[src/rtl/wb_ddr_bridge.sv]
// Wishbone classic slave to local-interface master for the DDR/SDRAM controller.
// Posted-write FIFO, read-after-write ordering, range check and read timeout.
module wb_ddr_bridge #(
   parameter int DW          = 32,
   parameter int MEM_LOG2    = 25,
   parameter int CHK_HI      = 27,
   parameter int WFIFO_DEPTH = 4,
   parameter int RD_TIMEOUT  = 255
) (
   input  logic                                  wb_clk_i,
   input  logic                                  wb_rst_n_i,
   input  logic [31:0]                           wb_adr_i,
   input  logic [DW-1:0]                         wb_dat_i,
   input  logic [DW/8-1:0]                       wb_sel_i,
   input  logic                                  wb_we_i,
   input  logic                                  wb_cyc_i,
   input  logic                                  wb_stb_i,
   output logic [DW-1:0]                         wb_dat_o,
   output logic                                  wb_ack_o,
   output logic                                  wb_err_o,
   output logic [MEM_LOG2-$clog2(DW/8)-1:0]      local_address,
   output logic                                  local_read_req,
   output logic                                  local_write_req,
   output logic                                  local_burstbegin,
   output logic [DW-1:0]                         local_wdata,
   output logic [DW/8-1:0]                       local_be,
   output logic [1:0]                            local_size,
   input  logic                                  local_ready,
   input  logic [DW-1:0]                         local_rdata,
   input  logic                                  local_rdata_valid,
   input  logic                                  local_init_done,
   output logic [$clog2(WFIFO_DEPTH):0]          wfifo_level_o,
   output logic                                  rd_timeout_o
);

   localparam int BE  = DW / 8;
   localparam int BL  = $clog2(BE);
   localparam int LAW = MEM_LOG2 - BL;
   localparam int PW  = $clog2(WFIFO_DEPTH);
   localparam int LW  = PW + 1;
   localparam int TW  = (RD_TIMEOUT > 0) ? $clog2(RD_TIMEOUT + 1) : 1;

   typedef enum logic [2:0] {
      IDLE, WR_ACK, RD_DRAIN, RD_REQ, RD_WAIT, RD_ACK, ERR
   } state_t;

   state_t         state;
   logic [LAW-1:0] fifo_adr [WFIFO_DEPTH];
   logic [DW-1:0]  fifo_dat [WFIFO_DEPTH];
   logic [BE-1:0]  fifo_sel [WFIFO_DEPTH];
   logic [PW-1:0]  wr_ptr, rd_ptr;
   logic [LW-1:0]  level;
   logic [LAW-1:0] rd_adr;
   logic [BE-1:0]  rd_sel;
   logic [TW-1:0]  to_cnt;

   logic req, in_range, fifo_full, fifo_empty, push, pop, rd_active, wr_issue;
   logic unused_adr;

   assign req        = wb_cyc_i & wb_stb_i;
   assign in_range   = ~|wb_adr_i[CHK_HI:MEM_LOG2];
   assign fifo_full  = (level == LW'(WFIFO_DEPTH));
   assign fifo_empty = (level == '0);
   assign push       = (state == IDLE) & local_init_done & req & in_range & wb_we_i & ~fifo_full;
   assign rd_active  = (state == RD_REQ) | (state == RD_WAIT);
   assign wr_issue   = ~fifo_empty & ~rd_active;
   assign pop        = wr_issue & local_ready;
   // Region-select bits above CHK_HI and the byte offset are deliberately ignored.
   assign unused_adr = ^{wb_adr_i[31:CHK_HI+1], wb_adr_i[BL-1:0]};

   assign local_size       = 2'b01;
   assign local_burstbegin = local_read_req | local_write_req;
   assign wfifo_level_o    = level;

   // Outputs decode registered state only, so a read never overlaps a write.
   always_comb begin
      local_read_req  = 1'b0;
      local_write_req = 1'b0;
      local_address   = '0;
      local_wdata     = '0;
      local_be        = '0;
      if (state == RD_REQ) begin
         local_read_req = 1'b1;
         local_address  = rd_adr;
         local_be       = rd_sel;
      end else if (wr_issue) begin
         local_write_req = 1'b1;
         local_address   = fifo_adr[rd_ptr];
         local_wdata     = fifo_dat[rd_ptr];
         local_be        = fifo_sel[rd_ptr];
      end
   end

   always_ff @(posedge wb_clk_i) begin
      if (push) begin
         fifo_adr[wr_ptr] <= wb_adr_i[MEM_LOG2-1:BL];
         fifo_dat[wr_ptr] <= wb_dat_i;
         fifo_sel[wr_ptr] <= wb_sel_i;
      end
   end

   always_ff @(posedge wb_clk_i or negedge wb_rst_n_i) begin
      if (!wb_rst_n_i) begin
         wr_ptr <= '0;
         rd_ptr <= '0;
         level  <= '0;
      end else begin
         if (push) wr_ptr <= wr_ptr + PW'(1);
         if (pop)  rd_ptr <= rd_ptr + PW'(1);
         if (push && !pop)      level <= level + LW'(1);
         else if (pop && !push) level <= level - LW'(1);
      end
   end

   always_ff @(posedge wb_clk_i or negedge wb_rst_n_i) begin
      if (!wb_rst_n_i) begin
         state        <= IDLE;
         wb_ack_o     <= 1'b0;
         wb_err_o     <= 1'b0;
         wb_dat_o     <= '0;
         rd_timeout_o <= 1'b0;
         to_cnt       <= '0;
         rd_adr       <= '0;
         rd_sel       <= '0;
      end else begin
         wb_ack_o <= 1'b0;
         wb_err_o <= 1'b0;
         case (state)
            IDLE: begin
               if (local_init_done && req) begin
                  if (!in_range) begin
                     state    <= ERR;
                     wb_err_o <= 1'b1;
                  end else if (!wb_we_i) begin
                     state  <= RD_DRAIN;
                     rd_adr <= wb_adr_i[MEM_LOG2-1:BL];
                     rd_sel <= wb_sel_i;
                  end else if (!fifo_full) begin
                     state    <= WR_ACK;
                     wb_ack_o <= 1'b1;
                  end
               end
            end
            WR_ACK, RD_ACK, ERR: state <= IDLE;
            RD_DRAIN: begin
               if (fifo_empty) state <= RD_REQ;
            end
            RD_REQ: begin
               if (local_ready) begin
                  state  <= RD_WAIT;
                  to_cnt <= '0;
               end
            end
            RD_WAIT: begin
               if (local_rdata_valid) begin
                  state    <= RD_ACK;
                  wb_ack_o <= 1'b1;
                  wb_dat_o <= local_rdata;
               end else if (RD_TIMEOUT != 0 && to_cnt == TW'(RD_TIMEOUT)) begin
                  state        <= ERR;
                  wb_err_o     <= 1'b1;
                  rd_timeout_o <= 1'b1;
               end else begin
                  to_cnt <= to_cnt + TW'(1);
               end
            end
            default: state <= IDLE;
         endcase
      end
   end

endmodule
[config.mk]
export PLATFORM = sky130hd
export DESIGN_NAME = wb_ddr_bridge
export DESIGN_NICKNAME = d
export VERILOG_FILES = /design/src/rtl/wb_ddr_bridge.sv
export SDC_FILE = /design/constraint.sdc
export NUM_CORES = 1
export LEC_CHECK = 0
export CAP_MARGIN = 25
export CORE_UTILIZATION = 50
export CTS_BUF_LIST = sky130_fd_sc_hd__clkbuf_16
export DETAILED_ROUTE_END_ITERATION = 12
export PLACE_DENSITY = 0.75
export SLEW_MARGIN = 20
export SYNTH_ARGS = -nofsm -noshare
export SYNTH_HDL_FRONTEND = slang
export SYNTH_SLANG_ARGS = --single-unit
[constraint.sdc]
create_clock -name wb_clk_i -period 7.17 [get_ports wb_clk_i]
set_input_delay 1.434 -clock wb_clk_i [delete_from_list [all_inputs] [get_ports wb_clk_i]]
set_output_delay 1.434 -clock wb_clk_i [all_outputs]
set_load 0.02 [all_outputs]
After elaboration in Yosys (flattened, before gate mapping)

Memories as Yosys holds them, arrays and structs flattened.
Cells that the tools add are included.

Register bits: 80
RAM bits: 236
Input port bits: 108
Logic and storage cells: 100
Memories: 3

Add/subtract/negate cells: 5
Equality and inequality tests: 12
Muxes and demuxes: 37
Bitwise logic cells: 16
Reductions and logical operators: 16

Memory list:

| memory   | depth | bits a word | read ports | clocked after Yosys merged registers in | write ports | RTL line | text |
|---|---|---|---|---|---|---|---|
| fifo_dat | 4     | 32          | 1          | 0                                       | 1           | 49       | `logic [DW-1:0] fifo_dat [WFIFO_DEPTH];` |
| fifo_adr | 4     | 23          | 1          | 0                                       | 1           | 48       | `logic [LAW-1:0] fifo_adr [WFIFO_DEPTH];` |
| fifo_sel | 4     | 4           | 1          | 0                                       | 1           | 50       | `logic [BE-1:0] fifo_sel [WFIFO_DEPTH];` |

Operator list:

| operator                                       | number |
|---|---|
| 2-to-1 mux 32 bit                              | 2 |
| 2-to-1 mux 23 bit                              | 2 |
| 2-to-1 mux 3 bit                               | 10 |
| 2-to-1 mux 8 bit                               | 3 |
| one-hot mux 8 bit (2 select lines)             | 1 |
| 2-to-1 mux 1 bit                               | 14 |
| one-hot mux 3 bit (4 select lines)             | 1 |
| adder 8 x 1 -> 8 bit (second input constant)   | 1 |
| bitwise AND 1 bit                              | 8 |
| == test 8 bit (second input constant)          | 1 |
| 2-to-1 mux 4 bit                               | 2 |
| inequality test 2 bit (second input constant)  | 4 |
| AND reduction 4 bit                            | 2 |
| == test 3 x 2 -> 1 bit (second input constant) | 2 |
| == test 3 bit (second input constant)          | 2 |
| zero test 3 bit                                | 2 |
| inverter 1 bit                                 | 6 |
| AND reduction 5 bit                            | 1 |
| adder 2 x 1 -> 2 bit (second input constant)   | 2 |
| inequality test 4 bit (second input constant)  | 1 |
| one-hot mux 1 bit (2 select lines)             | 2 |
| nonzero test 2 bit                             | 2 |
| adder 3 x 1 -> 3 bit (second input constant)   | 1 |
| logical AND 1 bit                              | 3 |
| other kinds (8)                                | 11 |

Logic depth before layout (Yosys ltp)

Depth after elaboration: 10
Depth in mapped cells: 12
Mapped depth without buffers: 11

Worst setup path after synthesis

Ideal clock, no wire load.

Path type: input-to-reg
From: input port local_init_done
To: memory fifo_adr[0][0] (netlist name), enable pin
Library setup time: 0.423 ns
Data arrival time: 3.783 ns
Slack: 2.964 ns
Stages: 4
Buffers on the path: 0
Cell sequence: nand3_1 or4_4 nor3_2 and2_1

Word-level cells in the longest chain between the ends: 7

RTL lines:

| element                                | RTL line | text |
|---|---|---|
| start, declared                        | 31       | `input logic local_init_done,` |
| bitwise AND 1 bit (5 in series)        | 64       | `assign push = (state == IDLE) & local_init_done & req & in_range & wb_we_i & ~fifo_full;` |
| via push                               | 57       | `logic req, in_range, fifo_full, fifo_empty, push, pop, rd_active, wr_issue;` |
| 2-to-1 mux 1 bit                       | 95       | `if (push) begin` |
| 2-to-1 mux 1 bit (not written as such) | 96       | `fifo_adr[wr_ptr] <= wb_adr_i[MEM_LOG2-1:BL];` |
| end, declared                          | 48       |  |

The timed path passes the listed nets, and every way through them passes these cells.

Worst setup path after layout

From: register rd_ptr[0]
To: output port local_address[17]

Word-level cells in the longest chain between the ends: 3

RTL lines:

| element                | RTL line | text |
|---|---|---|
| start, declared        | 51       | `logic [PW-1:0] wr_ptr, rd_ptr;` |
| start signal, assigned | 109      | `if (pop) rd_ptr <= rd_ptr + PW'(1);` |
| memory (4 x 23 bit)    | --       |  |
| 2-to-1 mux 23 bit      | 86       | `end else if (wr_issue) begin` |
| 2-to-1 mux 23 bit      | 82       | `if (state == RD_REQ) begin` |
| end, declared          | 21       | `output logic [MEM_LOG2-$clog2(DW/8)-1:0] local_address,` |

Every way passes these cells.

==> impl_metrics.py <==
metrics = {
    "layout": {
        "final_common_cell": "edfxtp_1",
        "syn2layout_area_growth_pct": 26.7,
        "ff_latch_area_um2": 9100,
        "nFillCells": 1656,
        "mostFrequentLayoutCells": "edfxtp_1 (236), clkdlybuf4s50_1 (200), dfrtp_1 (78), mux4_2 (59), mux2_2 (42)",
        "stdcell_area_um2": 15800,
        "multiInputGateArea_um2": 3210,
        "final_layout_size_suffix_gt1_frac": 0.217,
        "finalNetCount": 953,
        "antenna_cells": 0,
    },
    "sta": {
        "final-hold-violation-count": 0,
        "max_freq_mhz": 207,
        "fin_crit_sh": 0.675,
        "tns_ps": 0,
        "setup_violations": 0,
        "rsz0062_at_grt": "no",
        "period_needed_ps": 4840,
        "finalClockSkew_ps": 16.5,
        "slew_headroom": 0.361,
        "slew_viol_final": 0,
        "worstMarginPinSlew_ps": 959,
    },
    "clocking": {
        "hold_buffers": 0,
        "clock_sinks": 316,
        "clock_latency_ps": 500,
        "cts_tree": "yes",
        "clkTransAtPathRegs_ps": 60,
        "cts-resized-gates": 0,
        "numCtsBuffers": 34,
        "h-tree-depth": 2,
        "cts_setup_buffers": 0,
        "cts-root-buf": "clkbuf_16",
        "clk_path_buf_depth": 3,
    },
    "hold_path": {
        "hp-start": "rd_timeout_o",
        "holdPathEnd": "rd_timeout_o",
        "min_path_cells": 1,
        "hp-class": "flip-flop to flip-flop",
    },
    "setup_path": {
        "reg2reg_from": "state[1]",
        "rrSetupSlack_ps": 3900,
        "worstPathArrival_ps": 3400,
        "cp_max_fo": 42,
        "critPathMaxStageDelay_ps": 1010,
        "path_buf_inv": 2,
        "rr_endpoint": "wfifo_level_o[1]",
        "slowest_stage": "dfrtp_4",
        "path_cells": "buf_4 -> mux4_2 -> a22o_1 -> clkdlybuf4s50_1",
        "worst_setup_path_start_kind": "flip-flop",
        "crit_type": "flip-flop to output pin",
        "cp.required_ps": 5740,
        "cp-end-kind": "output pin",
        "path_delay_family": "buffers and inverters",
        "ff2ff_path_depth": 11,
    },
    "routing": {
        "drtAntennaViolNets": 0,
        "first_iter_violations": 396,
        "wl_um": 24700,
        "drc": 0,
        "first_pass_iters": 5,
        "route.detailed.wl_per_inst_um": 20.8,
        "dr_total_vias": 6606,
        "vias_per_cell": 5.57,
    },
    "floorplanning": {
        "die_w_um": 160,
        "rows": 57,
        "ioPinCount": 210,
        "start_util": 0.511,
        "coreArea_um2": 24400,
        "die_height_um": 160,
        "die_area_um2": 25600,
    },
    "global_route": {
        "grt_pass1_wl_um": 39500,
        "grt_pass1_vias": 7158,
        "overflow": 0,
        "antenna_found_initial": 0,
        "grt_usage": 0.201,
        "grt_max_degree": 63,
    },
    "power": {
        "p_per_area_nw_per_um2": 394,
        "irDropWorstVdd_mv": 0.281,
        "p_total_mw": 6.23,
        "power.leakage_nw": 5.74,
    },
    "yosys": {
        "yosysWarnings": 0,
        "yosys.area.top_type": "edfxtp_1",
        "yosysUniqueCellTypes": 47,
        "synth-main-ff-cell": "edfxtp_1",
        "ys_seq_area_frac": 0.729,
        "syn_area_per_cell_um2": 19.8,
        "async_flop_share": 0.253,
        "syn-num-nets": 745,
        "synth_area_leaders": "edfxtp_1 (57%), dfrtp_1 (16%), mux4_2 (11%)",
        "synth_top_area_frac": 0.568,
        "netlist_instances": 630,
        "synth_enable_flop_cells": 236,
        "synthesis.area_um2": 12500,
        "ys_seq_elements": 316,
    },
    "place": {
        "io_buffers": 201,
        "dp_hpwl_um": 14400,
        "gp_congestion": 0.830,
        "place_area_um2": 14800,
    },
    "job": {
        "cap_viol_max_count": 0,
    },
    "run_status": {
        "outcome": "finished, final reports clean",
    },
}
-- Yosys cell counts (all sizes together), types with 4 or more instances --
cell,instances
o21ai,5
clkbuf,19
and2,37
nor3,8
inv,5
mux4,59
nand3,8
nor2,5
nand2,13
a22o,29
ha,6
mux2,62
xnor2,4
edfxtp,236
dfrtp,80
buf,16
-- where the power goes --
group | leakage (nW) | switching (mW) | internal, mW
combinational | 2.06 | 1.04 | 1.24
clock | 0.532 | 0.657 | 0.919
sequential | 3.15 | 0.253 | 2.12
-- kinds of logic after synthesis --
kind of cell | share of synthesized area
compound gates | 0.0335
xor+xnor | 0.00421
fa+ha+maj | 0.00763
buf+inv | 0.0153
flops | 0.729
mux | 0.171
other cells | 0.000602
simple gates | 0.0388
-- flip-flops by register name (all words and copies together) (netlist names) --
register	cells
fifo_adr	92
fifo_dat	128
fifo_sel	16
rd_adr	23
rd_ptr	2
rd_sel	4
rd_timeout_o	1
state	3
to_cnt	8
wb_ack_o	1
wb_dat_o	32
wb_err_o	1
wfifo_level_o	3
wr_ptr	2
-- how the worst max path moves through the flow --
stage | startpoint | to | slack, ps | depth (start not counted)
after floorplan | local_init_done | fifo_adr[0][0] | 2960 | 4
after CTS | rd_ptr[0] | local_address[17] | 2210 | 4
after detailed placement | rd_ptr[0] | local_address[16] | 2730 | 4
after global placement | rd_ptr[0] | local_address[17] | 2780 | 4
after global routing | rd_ptr[0] | local_address[17] | 2080 | 4
final | rd_ptr[0] | local_address[17] | 2330 | 4
-- per-layer routing --
metal  up-vias  GRT usage  part of all wire
met2       271      0.340              0.49
li1       2932          -                 -
met3        20     0.0629             0.091
met5         -          0                 0
met4         0     0.0411            0.0097
met1      3383      0.256              0.41
-- area by class of cell --
cell class	count	share of cell area
Timing Repair Buffer	207	0.130
Clock inverter	25	0.00887
Sequential cell	316	0.576
Inverter	5	0.00119
Clock buffer	35	0.0554
Multi-Input combinational cell	274	0.203
Tap cell	324	0.0257
-- stage by stage --
| stage | setup slack [ps] | utilization | hold WS [ps] | instances |
|---|---|---|---|---|
| floorplan | 2960 | - | 472 | 630 |
| detailed placement | 2730 | 0.606 | 450 | 1126 |
| global placement | 2780 | 0.606 | 454 | 1126 |
| finish | 2330 | 0.648 | 457 | 1186 |
| global route | 2080 | 0.648 | 483 | 1186 |
| CTS | 2210 | 0.648 | 463 | 1186 |
No activity file was read; power rests on OpenSTA's default activity.
